## config.mk

```make
export PLATFORM = sky130hd
export DESIGN_NAME = stack_ctrl
export DESIGN_NICKNAME = d
export VERILOG_FILES = /design/src/rtl/stack_ctrl.sv
export SDC_FILE = /design/constraint.sdc
export NUM_CORES = 1
export LEC_CHECK = 0
export ABC_CLOCK_PERIOD_IN_PS = 2050
export BUFFER_PORTS_ARGS = -buffer_cell sky130_fd_sc_hd__buf_4
export CORE_MARGIN = 8
export CORE_UTILIZATION = 43
export DETAILED_ROUTE_END_ITERATION = 16
export MAX_ROUTING_LAYER = met4
export PLACE_DENSITY = 0.74
export SLEW_MARGIN = 20
export SYNTH_ARGS = -nofsm -noshare
export SYNTH_HDL_FRONTEND = slang
export SYNTH_SLANG_ARGS = --single-unit
```

## constraint.sdc

```tcl
create_clock -name clk -period 2.05 [get_ports clk]
set_input_delay 0.3075 -clock clk [delete_from_list [all_inputs] [get_ports clk]]
set_output_delay 0.3075 -clock clk [all_outputs]
set_load 0.05 [all_outputs]
```

## src/rtl/stack_ctrl.sv

```systemverilog
// Stack sequencer: drives StackPtr controls and the scratch-RAM port for
// PUSH/POP/PEEK/LDSP/CLR commands, tracking depth and sticky over/underflow flags.
module stack_ctrl #(
    parameter int DATA_W = 10,
    parameter int ADDR_W = 8
) (
    input  logic              clk,
    input  logic              rst,
    input  logic              op_valid,
    input  logic [2:0]        op_code,
    input  logic [DATA_W-1:0] op_wdata,
    output logic              op_ready,
    output logic              rsp_valid,
    output logic              rsp_err,
    output logic [DATA_W-1:0] rsp_data,
    input  logic [ADDR_W-1:0] sp_val,
    output logic              sp_rst,
    output logic              sp_ld,
    output logic              sp_incr,
    output logic              sp_decr,
    output logic [ADDR_W-1:0] sp_din,
    output logic [ADDR_W-1:0] mem_addr,
    output logic              mem_we,
    output logic [DATA_W-1:0] mem_wdata,
    input  logic [DATA_W-1:0] mem_rdata,
    output logic [ADDR_W:0]   depth,
    output logic              empty,
    output logic              full,
    output logic              err_ovf,
    output logic              err_unf
);

    localparam logic [2:0] OP_NOP  = 3'd0;
    localparam logic [2:0] OP_PUSH = 3'd1;
    localparam logic [2:0] OP_POP  = 3'd2;
    localparam logic [2:0] OP_PEEK = 3'd3;
    localparam logic [2:0] OP_LDSP = 3'd4;
    localparam logic [2:0] OP_CLR  = 3'd5;
    localparam logic [ADDR_W:0] FULL_DEPTH = {1'b1, {ADDR_W{1'b0}}};

    typedef enum logic [2:0] {
        S_IDLE, S_PUSH_WR, S_RD, S_CAP, S_LDSP, S_CLR, S_DONE, S_ERR
    } state_t;

    state_t              r_state, w_next;
    logic [2:0]          r_op;
    logic [DATA_W-1:0]   r_data;
    logic [ADDR_W:0]     r_depth;
    logic [DATA_W-1:0]   r_rsp_data;
    logic                r_ovf, r_unf;
    logic                w_accept, w_empty, w_full;
    logic [ADDR_W-1:0]   w_ld_sp;
    logic [ADDR_W:0]     w_ld_depth;

    assign w_empty    = (r_depth == '0);
    assign w_full     = (r_depth == FULL_DEPTH);
    assign w_accept   = op_valid & op_ready;
    assign w_ld_sp    = r_data[ADDR_W-1:0];
    // Downward-growing stack: words held = distance from SP up to the wrap at 0.
    assign w_ld_depth = {1'b0, {ADDR_W{1'b0}} - w_ld_sp};

    assign depth    = r_depth;
    assign empty    = w_empty;
    assign full     = w_full;
    assign err_ovf  = r_ovf;
    assign err_unf  = r_unf;
    assign rsp_data = r_rsp_data;

    always_comb begin
        w_next = r_state;
        case (r_state)
            S_IDLE: begin
                if (w_accept) begin
                    case (op_code)
                        OP_NOP:          w_next = S_DONE;
                        OP_PUSH:         w_next = w_full  ? S_ERR : S_PUSH_WR;
                        OP_POP, OP_PEEK: w_next = w_empty ? S_ERR : S_RD;
                        OP_LDSP:         w_next = S_LDSP;
                        OP_CLR:          w_next = S_CLR;
                        default:         w_next = S_ERR;
                    endcase
                end
            end
            S_RD:    w_next = S_CAP;
            default: w_next = S_IDLE;
        endcase
    end

    always_comb begin
        op_ready  = 1'b0;
        rsp_valid = 1'b0;
        rsp_err   = 1'b0;
        sp_rst    = 1'b0;
        sp_ld     = 1'b0;
        sp_incr   = 1'b0;
        sp_decr   = 1'b0;
        sp_din    = '0;
        mem_addr  = '0;
        mem_we    = 1'b0;
        mem_wdata = '0;
        if (rst) begin
            sp_rst = 1'b1;
        end else begin
            case (r_state)
                S_IDLE: op_ready = 1'b1;
                S_PUSH_WR: begin
                    mem_addr  = sp_val - 1'b1;
                    mem_we    = 1'b1;
                    mem_wdata = r_data;
                    sp_decr   = 1'b1;
                    rsp_valid = 1'b1;
                end
                S_RD: mem_addr = sp_val;
                S_CAP: begin
                    sp_incr   = (r_op == OP_POP);
                    rsp_valid = 1'b1;
                end
                S_LDSP: begin
                    sp_ld     = 1'b1;
                    sp_din    = w_ld_sp;
                    rsp_valid = 1'b1;
                end
                S_CLR: begin
                    sp_rst    = 1'b1;
                    rsp_valid = 1'b1;
                end
                S_DONE: rsp_valid = 1'b1;
                S_ERR: begin
                    rsp_valid = 1'b1;
                    rsp_err   = 1'b1;
                end
                default: ;
            endcase
        end
    end

    always_ff @(posedge clk) begin
        if (rst) begin
            r_state    <= S_IDLE;
            r_depth    <= '0;
            r_rsp_data <= '0;
            r_ovf      <= 1'b0;
            r_unf      <= 1'b0;
        end else begin
            r_state <= w_next;
            case (r_state)
                S_PUSH_WR: r_depth <= r_depth + 1'b1;
                S_CAP: begin
                    r_rsp_data <= mem_rdata;
                    if (r_op == OP_POP) r_depth <= r_depth - 1'b1;
                end
                S_LDSP: r_depth <= w_ld_depth;
                S_CLR: begin
                    r_depth <= '0;
                    r_ovf   <= 1'b0;
                    r_unf   <= 1'b0;
                end
                // ERR is only reached for PUSH-when-full, POP/PEEK-when-empty or illegal codes.
                S_ERR: begin
                    if (r_op == OP_PUSH) r_ovf <= 1'b1;
                    if (r_op == OP_POP || r_op == OP_PEEK) r_unf <= 1'b1;
                end
                default: ;
            endcase
        end
    end

    always_ff @(posedge clk) begin
        if (w_accept) begin
            r_op   <= op_code;
            r_data <= op_wdata;
        end
    end

endmodule

```

Yosys cells after proc, flatten, opt, wreduce, memory -nomap -nowiden
Cells that the tools add are included.
{"block": "word_totals", "register_bits": 37, "in_bits": 34, "output_inout_bits": 57}
{"block": "classes", "n_addsub": 4, "n_eq_ne": 20, "mux": 31, "bitwise": 1, "n_reduce_logical": 11}
{"op": "$pmux 9 s4", "count": 1}
{"op": "$mux 8", "count": 3}
{"op": "$mux 10", "count": 2}
{"op": "$eq 3x2->1 const B", "count": 6}
{"op": "$eq 3x3->1 const B", "count": 6}
{"op": "$mux 1", "count": 16}
{"op": "$pmux 8 s2", "count": 1}
{"op": "$pmux 3 s5", "count": 1}
{"op": "$add 9x1->9 const B", "count": 1}
{"op": "$eq 3x1->1 const B", "count": 3}
{"op": "$eq 9x9->1 const B", "count": 1}
{"op": "$logic_not 9->1", "count": 1}
{"op": "$mux 3", "count": 3}
{"op": "$mux 9", "count": 1}
{"op": "$sub 9x1->9 const B", "count": 1}
{"op": "$ne 2x2->1 const B", "count": 4}
{"op": "$sub 1x8->8 const A", "count": 1}
{"op": "$sub 8x1->8 const B", "count": 1}
{"op": "$logic_not 3->1", "count": 2}
{"op": "$pmux 3 s2", "count": 1}
{"op": "$reduce_and 2->1", "count": 3}
{"op": "$reduce_or 6->1", "count": 1}
{"op": "$pmux 1 s2", "count": 2}
{"op": "$reduce_bool 4->1", "count": 1}
{"op": "other kinds (4)", "count": 4}

Depth between registers and ports, before layout
Gate-level depths: netlist of the first run.
{"block": "depth", "word_depth": 6, "mapped_depth": 10, "depth_no_buf": 7}

Worst setup path before layout of the first run
OpenSTA, ideal clock, no wires.
{"block": "synth_path", "kind": "reg2reg", "from": "register r_depth[0] (netlist: depth[0])", "to": "register r_state[0]", "arrival_ps": 3209, "path_slack_ps": -1229, "stages_incl_launch_ff": 7, "path_buffers": 1, "synth_period_minus_slack_ps": 3279, "path_cell_list": "dfxtp_1 > clkbuf_2 > or4_1 > nor4_1 > or3b_1 > o21ai_0 > a21boi_1"}
{"block": "synth_between", "elab_chain_len": 5}
{"element": "from (decl)", "line": "48", "source": "logic [ADDR_W:0] r_depth;"}
{"element": "from (signal assigned)", "line": "147", "source": "S_PUSH_WR: r_depth <= r_depth + 1'b1;"}
{"element": "from (signal assigned)", "line": "150", "source": "if (r_op == OP_POP) r_depth <= r_depth - 1'b1;"}
{"element": "from (signal assigned)", "line": "152", "source": "S_LDSP: r_depth <= w_ld_depth;"}
{"element": "$logic_not 9->1", "line": "55", "source": "assign w_empty = (r_depth == '0);"}
{"element": "via empty", "line": "27", "source": "output logic empty,"}
{"element": "$mux 3", "line": "77", "source": "OP_POP, OP_PEEK: w_next = w_empty ? S_ERR : S_RD;"}
{"element": "$pmux 3 s5", "line": "74", "source": "case (op_code)"}
{"element": "$mux 3", "line": "73", "source": "if (w_accept) begin"}
{"element": "$pmux 3 s2", "line": "71", "source": "case (r_state)"}
{"element": "to (signal assigned)", "line": "145", "source": "r_state <= w_next;"}
{"element": "to (decl)", "line": "45", "source": "state_t r_state, w_next;"}
The timed path passes the listed nets, and every way through them passes these cells. The select of a mux whose other input is x is not followed.
A chain may end at the register's enable or synchronous reset.

Worst setup path in the final report of the first run
{"block": "layout_path", "from": "input sp_val[1]", "to": "output mem_addr[7]"}
{"block": "layout_between", "elab_chain_len": 3}
{"element": "from (decl)", "line": "16", "source": "input logic [ADDR_W-1:0] sp_val,"}
{"element": "$sub 8x1->8", "line": "107", "source": "mem_addr = sp_val - 1'b1;"}
{"element": "$pmux 8 s2", "line": "104", "source": "case (r_state)"}
{"element": "$mux 8", "line": "101", "source": "if (rst) begin"}
{"element": "to (decl)", "line": "22", "source": "output logic [ADDR_W-1:0] mem_addr,"}
Every way passes these cells.

==> flow_metrics.py, run 1 <==
metrics = {
    "placed_design": {
        "portBuffers": 90,
        "gp_congestion": 0.8378,
        "preCtsSetupSlack_ns": -0.2085,
        "hpwl_mm": 5.245,
        "placed_area_um2": 3189,
    },
    "clock_tree": {
        "cts.sinks": 37,
        "cts_tree": "yes",
        "clk_latency_ns": 0.30,
        "numCtsBuffers": 5,
        "ctsLongestPathBuffers": 2,
        "h-tree-depth": 2,
        "clk_transition_reported_paths_ns": 0.08,
        "clockRootBuffer": "clkbuf_8",
        "cts_hold_buf": 0,
    },
    "layout": {
        "diodes": 0,
        "drive_gt1_share_pct": 48.44,
        "design_area_um2": 3515,
        "final_nets": 420,
        "layout-area-overhead-vs-synth_pct": 59.78,
    },
    "yosys": {
        "synth_edf_count": 13,
        "synth_top_family_by_area": "simple AND/OR/NAND/NOR gates",
        "synthTopCellsByCount": "nand2_1 (38), nor2_1 (27), dfxtp_1 (24)",
        "synth-seq-area-share_pct": 39.59,
        "synthDistinctLibCells": 59,
        "synthSimpleGateAreaFrac_pct": 29.52,
        "synth.most_common_cell": "nand2_1",
        "syn-num-nets": 301,
        "synth_top_area_share_pct": 21.84,
        "synth_area_leaders": "dfxtp_1 (22%), edfxtp_1 (18%), nand2_1 (6.5%)",
        "synth_ff_type": "dfxtp_1",
        "synth_compound_area_share_pct": 18.09,
        "synth_mux_area_share_pct": 1.365,
        "yosysTopAreaCell": "dfxtp_1",
        "synth_area_um2": 2200,
        "yosysWarnings": 0,
        "synth_fa_ha_area_share_pct": 1.706,
        "synth_xor_area_share_pct": 4.380,
        "syn_avg_cell_area_um2": 8.332,
        "synth-seq-cells": 37,
        "async_flop_share_pct": 0,
        "syn_inst": 264,
    },
    "global_routing": {
        "antenna_found_initial": 0,
        "grt_pass1_vias": 2312,
        "grt.overflow.total": 0,
        "grt_pass1_wl_mm": 11.34,
        "grt_max_degree": 20,
        "track_usage_pct": 19.13,
    },
    "sta": {
        "finalSetupViolCount": 1,
        "finalMaxSlewViolations": 0,
        "min_period_ns": 2.193,
        "hold_viol_final": 0,
        "fmax_mhz": 455.9,
        "fin_worst_skew_ns": 0.008771,
        "slew_headroom_pct": 67.08,
        "fin_ws_ns": -0.1433,
        "finalSetupTns_ns": -0.1433,
        "worst_slew_pin_slew_ns": 0.4887,
        "rsz0062_at_grt": "yes",
        "final.period_utilization_pct": 107.0,
    },
    "detailed_routing": {
        "dr.pass1.iters": 4,
        "via_per_inst": 5.242,
        "wl_per_cell_um": 15.71,
        "drtAntennaViolNets": 0,
        "drcViolationCount": 0,
        "drt_iter0_drc": 201,
        "wl_mm": 7.133,
        "num_vias": 2380,
    },
    "floorplanning": {
        "die_area_um2": 7660,
        "die_w_um": 87.52,
        "num_rows": 26,
        "core-area_um2": 5010,
        "ios": 91,
        "die_h_um": 87.52,
        "initial_utilization_pct": 43.91,
    },
    "critical_path": {
        "slowest_stage": "or4_4",
        "worstPathCellList": "buf_4, or4_4, or3_4, nor2_4, o21ai_0, a22o_2, buf_6",
        "r2r_cells": 7,
        "rr_endpoint": "depth[6]",
        "worstSetupStartpointType": "primary input",
        "r2r_start": "r_state[2]",
        "worstSetupPathType": "in -> out",
        "crit_fanout": 2,
        "cp.required_ns": 1.74,
        "end_kind": "output port",
        "cp.arrival_ns": 1.89,
        "r2r_slack_ns": 0.16,
        "cp_slowest_stage_delay_ns": 0.52,
    },
    "worst_hold_path": {
        "hold_depth": 1,
        "hp-class": "in -> reg",
        "min_from": "op_wdata[5]",
        "min_to": "r_data[5]",
    },
    "status": {
        "violations": "negative setup slack",
        "status": "finished with violations",
    },
    "run": {
        "cap_violations": 0,
    },
    "power_and_ir_drop": {
        "powerDensity_nw_per_um2": 624.9,
        "p_leak_uw": 0.001522,
        "vdd_drop_max_uv": 500.3,
    },
}
flip-flops by register name, summed over array words and instances, names as in the netlist:
| signal | cells |
|---|---|
| r_data | 10 |
| rsp_data | 10 |
| depth | 9 |
| r_op | 3 |
| r_state | 3 |
| err_ovf | 1 |
| err_unf | 1 |
worst max path at each step:
stage | depth (start not counted) | startpoint | slack [ns] | endpoint
floorplan | 6 | depth[0] | -0.15 | r_state[0]
global placement | 7 | sp_val[1] | -0.18 | mem_addr[7]
detailed placement | 7 | sp_val[1] | -0.21 | mem_addr[7]
CTS | 7 | sp_val[1] | -0.14 | mem_addr[7]
global route | 7 | sp_val[1] | -0.17 | mem_addr[7]
finish | 7 | sp_val[1] | -0.14 | mem_addr[7]
report_power, final:
part	total (uW)	switching, uW	internal, uW
clock network	515	280	235
logic	835	495	340
registers	846	42.0	804
placed cells by master, fill, tap and decap left out, drive strengths merged, types with 2 or more instances in the layout:
cell      count
clkinvlp      2
o22ai         4
a31oi         2
ha            3
or3           5
inv           8
or3b          2
nand3         8
o21ai         8
a41oi         2
xnor2         5
nor2         27
dfxtp        24
or4           3
o31a          2
nor3          8
edfxtp       13
nand2b        3
or2           3
buf         126
and2          9
a21oi        19
a22o          2
mux2i         3
a22oi         4
nor3b         4
nor2b         4
xor2          6
clkbuf        5
a21boi        2
o31ai         2
and3         10
nand2        38
clkinv        2
logic make-up after synthesis:
logic type / after synthesis
multiplexers: 3
XOR/XNOR: 11
adder cells (fa/ha/maj): 3
flip-flops: 37
buffers and inverters: 23
AO/OA/AOI/OAI: 59
AND/OR/NAND/NOR: 128
what timing repair did:
action,4_1_cts,5_1_grt
endpoints found under the setup margin,14,15
pin swaps,2,1
gates resized for setup,16,19
setup buffers,4,10
routing by layer:
layer | share of wire [%] | vias to the layer above | GRT usage [%]
met5 | 0 | - | -
met4 | 1.4 | 0 | 6.250
met3 | 3.5 | 9 | 3.585
met2 | 52 | 51 | 30.72
met1 | 43 | 1146 | 23.52
li1 | - | 1174 | -
worst max-delay path, delay by kind of cell:
family | cells | cell delay [ns]
compound gates | 2 | 0.33
buf+inv | 2 | 0.27
simple gates | 3 | 0.98
through the flow:
step           total power, uW  instances  hold WS [ns]  utilization [%]
4_1_cts                   2151        444        0.1762            67.08
6_report                  2196        454        0.1827            70.15
3_5_place_dp              1603        432        0.4487            63.66
2_1_floorplan             1367        264        0.4064                -
5_1_grt                   2304        454        0.1714            70.15
3_3_place_gp              1596        432        0.4435            63.66
layout make-up:
class	instances	area, um2
Fill cell	435	1495
Multi-Input combinational cell	204	1403
Timing Repair Buffer	126	1017
Sequential cell	37	883.3
Tap cell	70	87.58
Clock buffer	5	68.82
Inverter	9	37.54
Clock inverter	3	17.52
(Power assumes the default switching activity.)
==> run 2: changes to the inputs <==
--- a/config.mk
+++ b/config.mk
@@ -7,8 +7,10 @@
 export LEC_CHECK = 0
 export ABC_CLOCK_PERIOD_IN_PS = 2050
 export BUFFER_PORTS_ARGS = -buffer_cell sky130_fd_sc_hd__buf_4
+export CELL_PAD_IN_SITES_DETAIL_PLACEMENT = 0
+export CELL_PAD_IN_SITES_GLOBAL_PLACEMENT = 1
 export CORE_MARGIN = 8
-export CORE_UTILIZATION = 43
+export CORE_UTILIZATION = 31
 export DETAILED_ROUTE_END_ITERATION = 16
 export MAX_ROUTING_LAYER = met4
 export PLACE_DENSITY = 0.74
==> run 2 against run 1 <==
Compared with the run above: the run still ends with negative setup slack left; sequential cell count did not move; first-iteration DRC count fell by 28%; worst setup slack better by 0.042 ns; register-to-register slack worse by 0.08 ns; final area rose by 5.9%; via count rose by 2.1%; clock power increased by 12%; count of clock-buffer cells in the layout rose by 2.
==> flow_metrics.py, run 2 (same netlist as run 1, synthesis figures left out) <==
metrics = {
    "clock_tree": {
        "cts.sinks": 37,
        "ctsLongestPathBuffers": 2,
        "cts_tree": "yes",
        "clk_transition_reported_paths_ns": 0.07,
        "numCtsBuffers": 5,
        "clockRootBuffer": "clkbuf_8",
        "clk_latency_ns": 0.29,
        "h-tree-depth": 2,
    },
    "detailed_routing": {
        "wl_mm": 7.304,
        "dr.pass1.iters": 4,
        "num_vias": 2430,
        "top_layer_used": "met4",
        "wl_met3_um": 328,
        "drcViolationCount": 0,
        "wl_met2_mm": 3.693,
        "via_per_inst": 4.959,
        "wl_per_cell_um": 14.91,
        "drtAntennaViolNets": 0,
        "drt-met1-wl_mm": 3.099,
        "drt_iter0_drc": 144,
    },
    "run": {
        "cap_violations": 0,
    },
    "placed_design": {
        "portBuffers": 90,
        "placed_area_um2": 3244,
        "gp_congestion": 0.7697,
        "dp_cells": 461,
        "preCtsSetupSlack_ns": -0.2043,
        "hpwl_mm": 5.582,
    },
    "global_routing": {
        "grt.overflow.total": 0,
        "track_usage_pct": 14.78,
        "grt_pass1_wl_mm": 11.63,
        "antenna_found_initial": 0,
        "grt_max_degree": 20,
        "grt_pass1_vias": 2338,
    },
    "layout": {
        "drive_gt1_share_pct": 49.49,
        "mostFrequentLayoutCells": "buf_4 (112), nand2_1 (35), nor2_1 (25)",
        "fin_cells": 490,
        "diodes": 0,
        "design_area_um2": 3722,
        "final_nets": 430,
        "layout-area-overhead-vs-synth_pct": 69.23,
        "layout_commonest_cell": "buf_4",
    },
    "sta": {
        "min_period_ns": 2.151,
        "fin_worst_skew_ns": 0.01092,
        "finalSetupViolCount": 2,
        "holdWs_ns": 0.1870,
        "hold_viol_final": 0,
        "worst_slew_pin_slew_ns": 0.3468,
        "fmax_mhz": 464.9,
        "slew_headroom_pct": 76.70,
        "final.period_utilization_pct": 104.9,
        "rsz0062_at_grt": "yes",
        "finalMaxSlewViolations": 0,
        "fin_ws_ns": -0.1011,
    },
    "floorplanning": {
        "num_rows": 30,
        "core-area_um2": 6832,
        "die_h_um": 100.2,
        "ios": 91,
        "die_w_um": 100.2,
        "initial_utilization_pct": 32.20,
        "die_area_um2": 10050,
    },
    "critical_path": {
        "r2r_cells": 7,
        "cp.arrival_ns": 1.84,
        "end_kind": "output port",
        "crit_fanout": 2,
        "cp.required_ns": 1.74,
        "worstSetupStartpointType": "primary input",
        "worstSetupPathType": "in -> out",
    },
    "power_and_ir_drop": {
        "powerDensity_nw_per_um2": 615.7,
        "p_leak_uw": 0.001611,
        "vdd_drop_max_uv": 396.3,
    },
    "worst_hold_path": {
        "hp-class": "in -> reg",
        "hold_depth": 1,
    },
    "status": {
        "violations": "negative setup slack",
        "status": "finished with violations",
    },
}
-- run 2: routing by layer --
| metal | up-vias | track usage, % |
|---|---|---|
| li1 | 1201 | - |
| met1 | 1155 | 17.95 |
| met2 | 61 | 23.49 |
| met3 | 13 | 2.768 |
| met4 | 0 | 6.163 |
| met5 | - | - |
-- run 2: what timing repair did --
item,4_1_cts,5_1_grt
resized for setup,16,47
setup buffers,4,17
pin swaps,3,2
setup endpoints to repair,14,18
hold buffers,0,0
-- run 2: worst paths after layout --
path                from           to  slack, ns
max            sp_val[1]  mem_addr[7]      -0.10
min          op_wdata[2]    r_data[2]       0.19
max reg2reg   r_state[1]     depth[7]       0.08
min reg2reg  rsp_data[1]  rsp_data[1]       0.46
-- run 2: area by class of cell --
cell class / instances / area, um2
clock buffer: 7 / 96.34
clock inverter: 1 / 8.758
fill: 656 / 3109
inverter: 9 / 37.54
multi-input combinational: 204 / 1418
sequential: 37 / 884.6
tap: 96 / 120.1
timing repair buffer: 136 / 1157
-- run 2: power by group --
group | total (uW) | internal (uW) | leakage [uW] | switching, uW
Clock | 578 | 310 | 0.0000549 | 268
Combinational | 868 | 364 | 0.00124 | 505
Sequential | 845 | 805 | 0.000318 | 40.1
Total | 2290 | 1480 | 0.00161 | 813
-- run 2: worst max-delay path, cell delays in order --
cell and delay (ns):
buf_6 0.09, or4_4 0.53, or3_4 0.36, nor2_4 0.10, o21ai_1 0.06, a22o_2 0.24
buf_6 0.15
-- run 2: stage by stage --
| step | power, uW | utilization, % | TNS [ns] |
|---|---|---|---|
| 2_1_floorplan | 1367 | - | -0.2361 |
| 3_3_place_gp | 1614 | 47.49 | -0.1816 |
| 3_5_place_dp | 1621 | 47.49 | -0.2343 |
| 4_1_cts | 2248 | 50.31 | -0.5915 |
| 5_1_grt | 2411 | 54.49 | -0.3868 |
| 6_report | 2292 | 54.49 | -0.1583 |
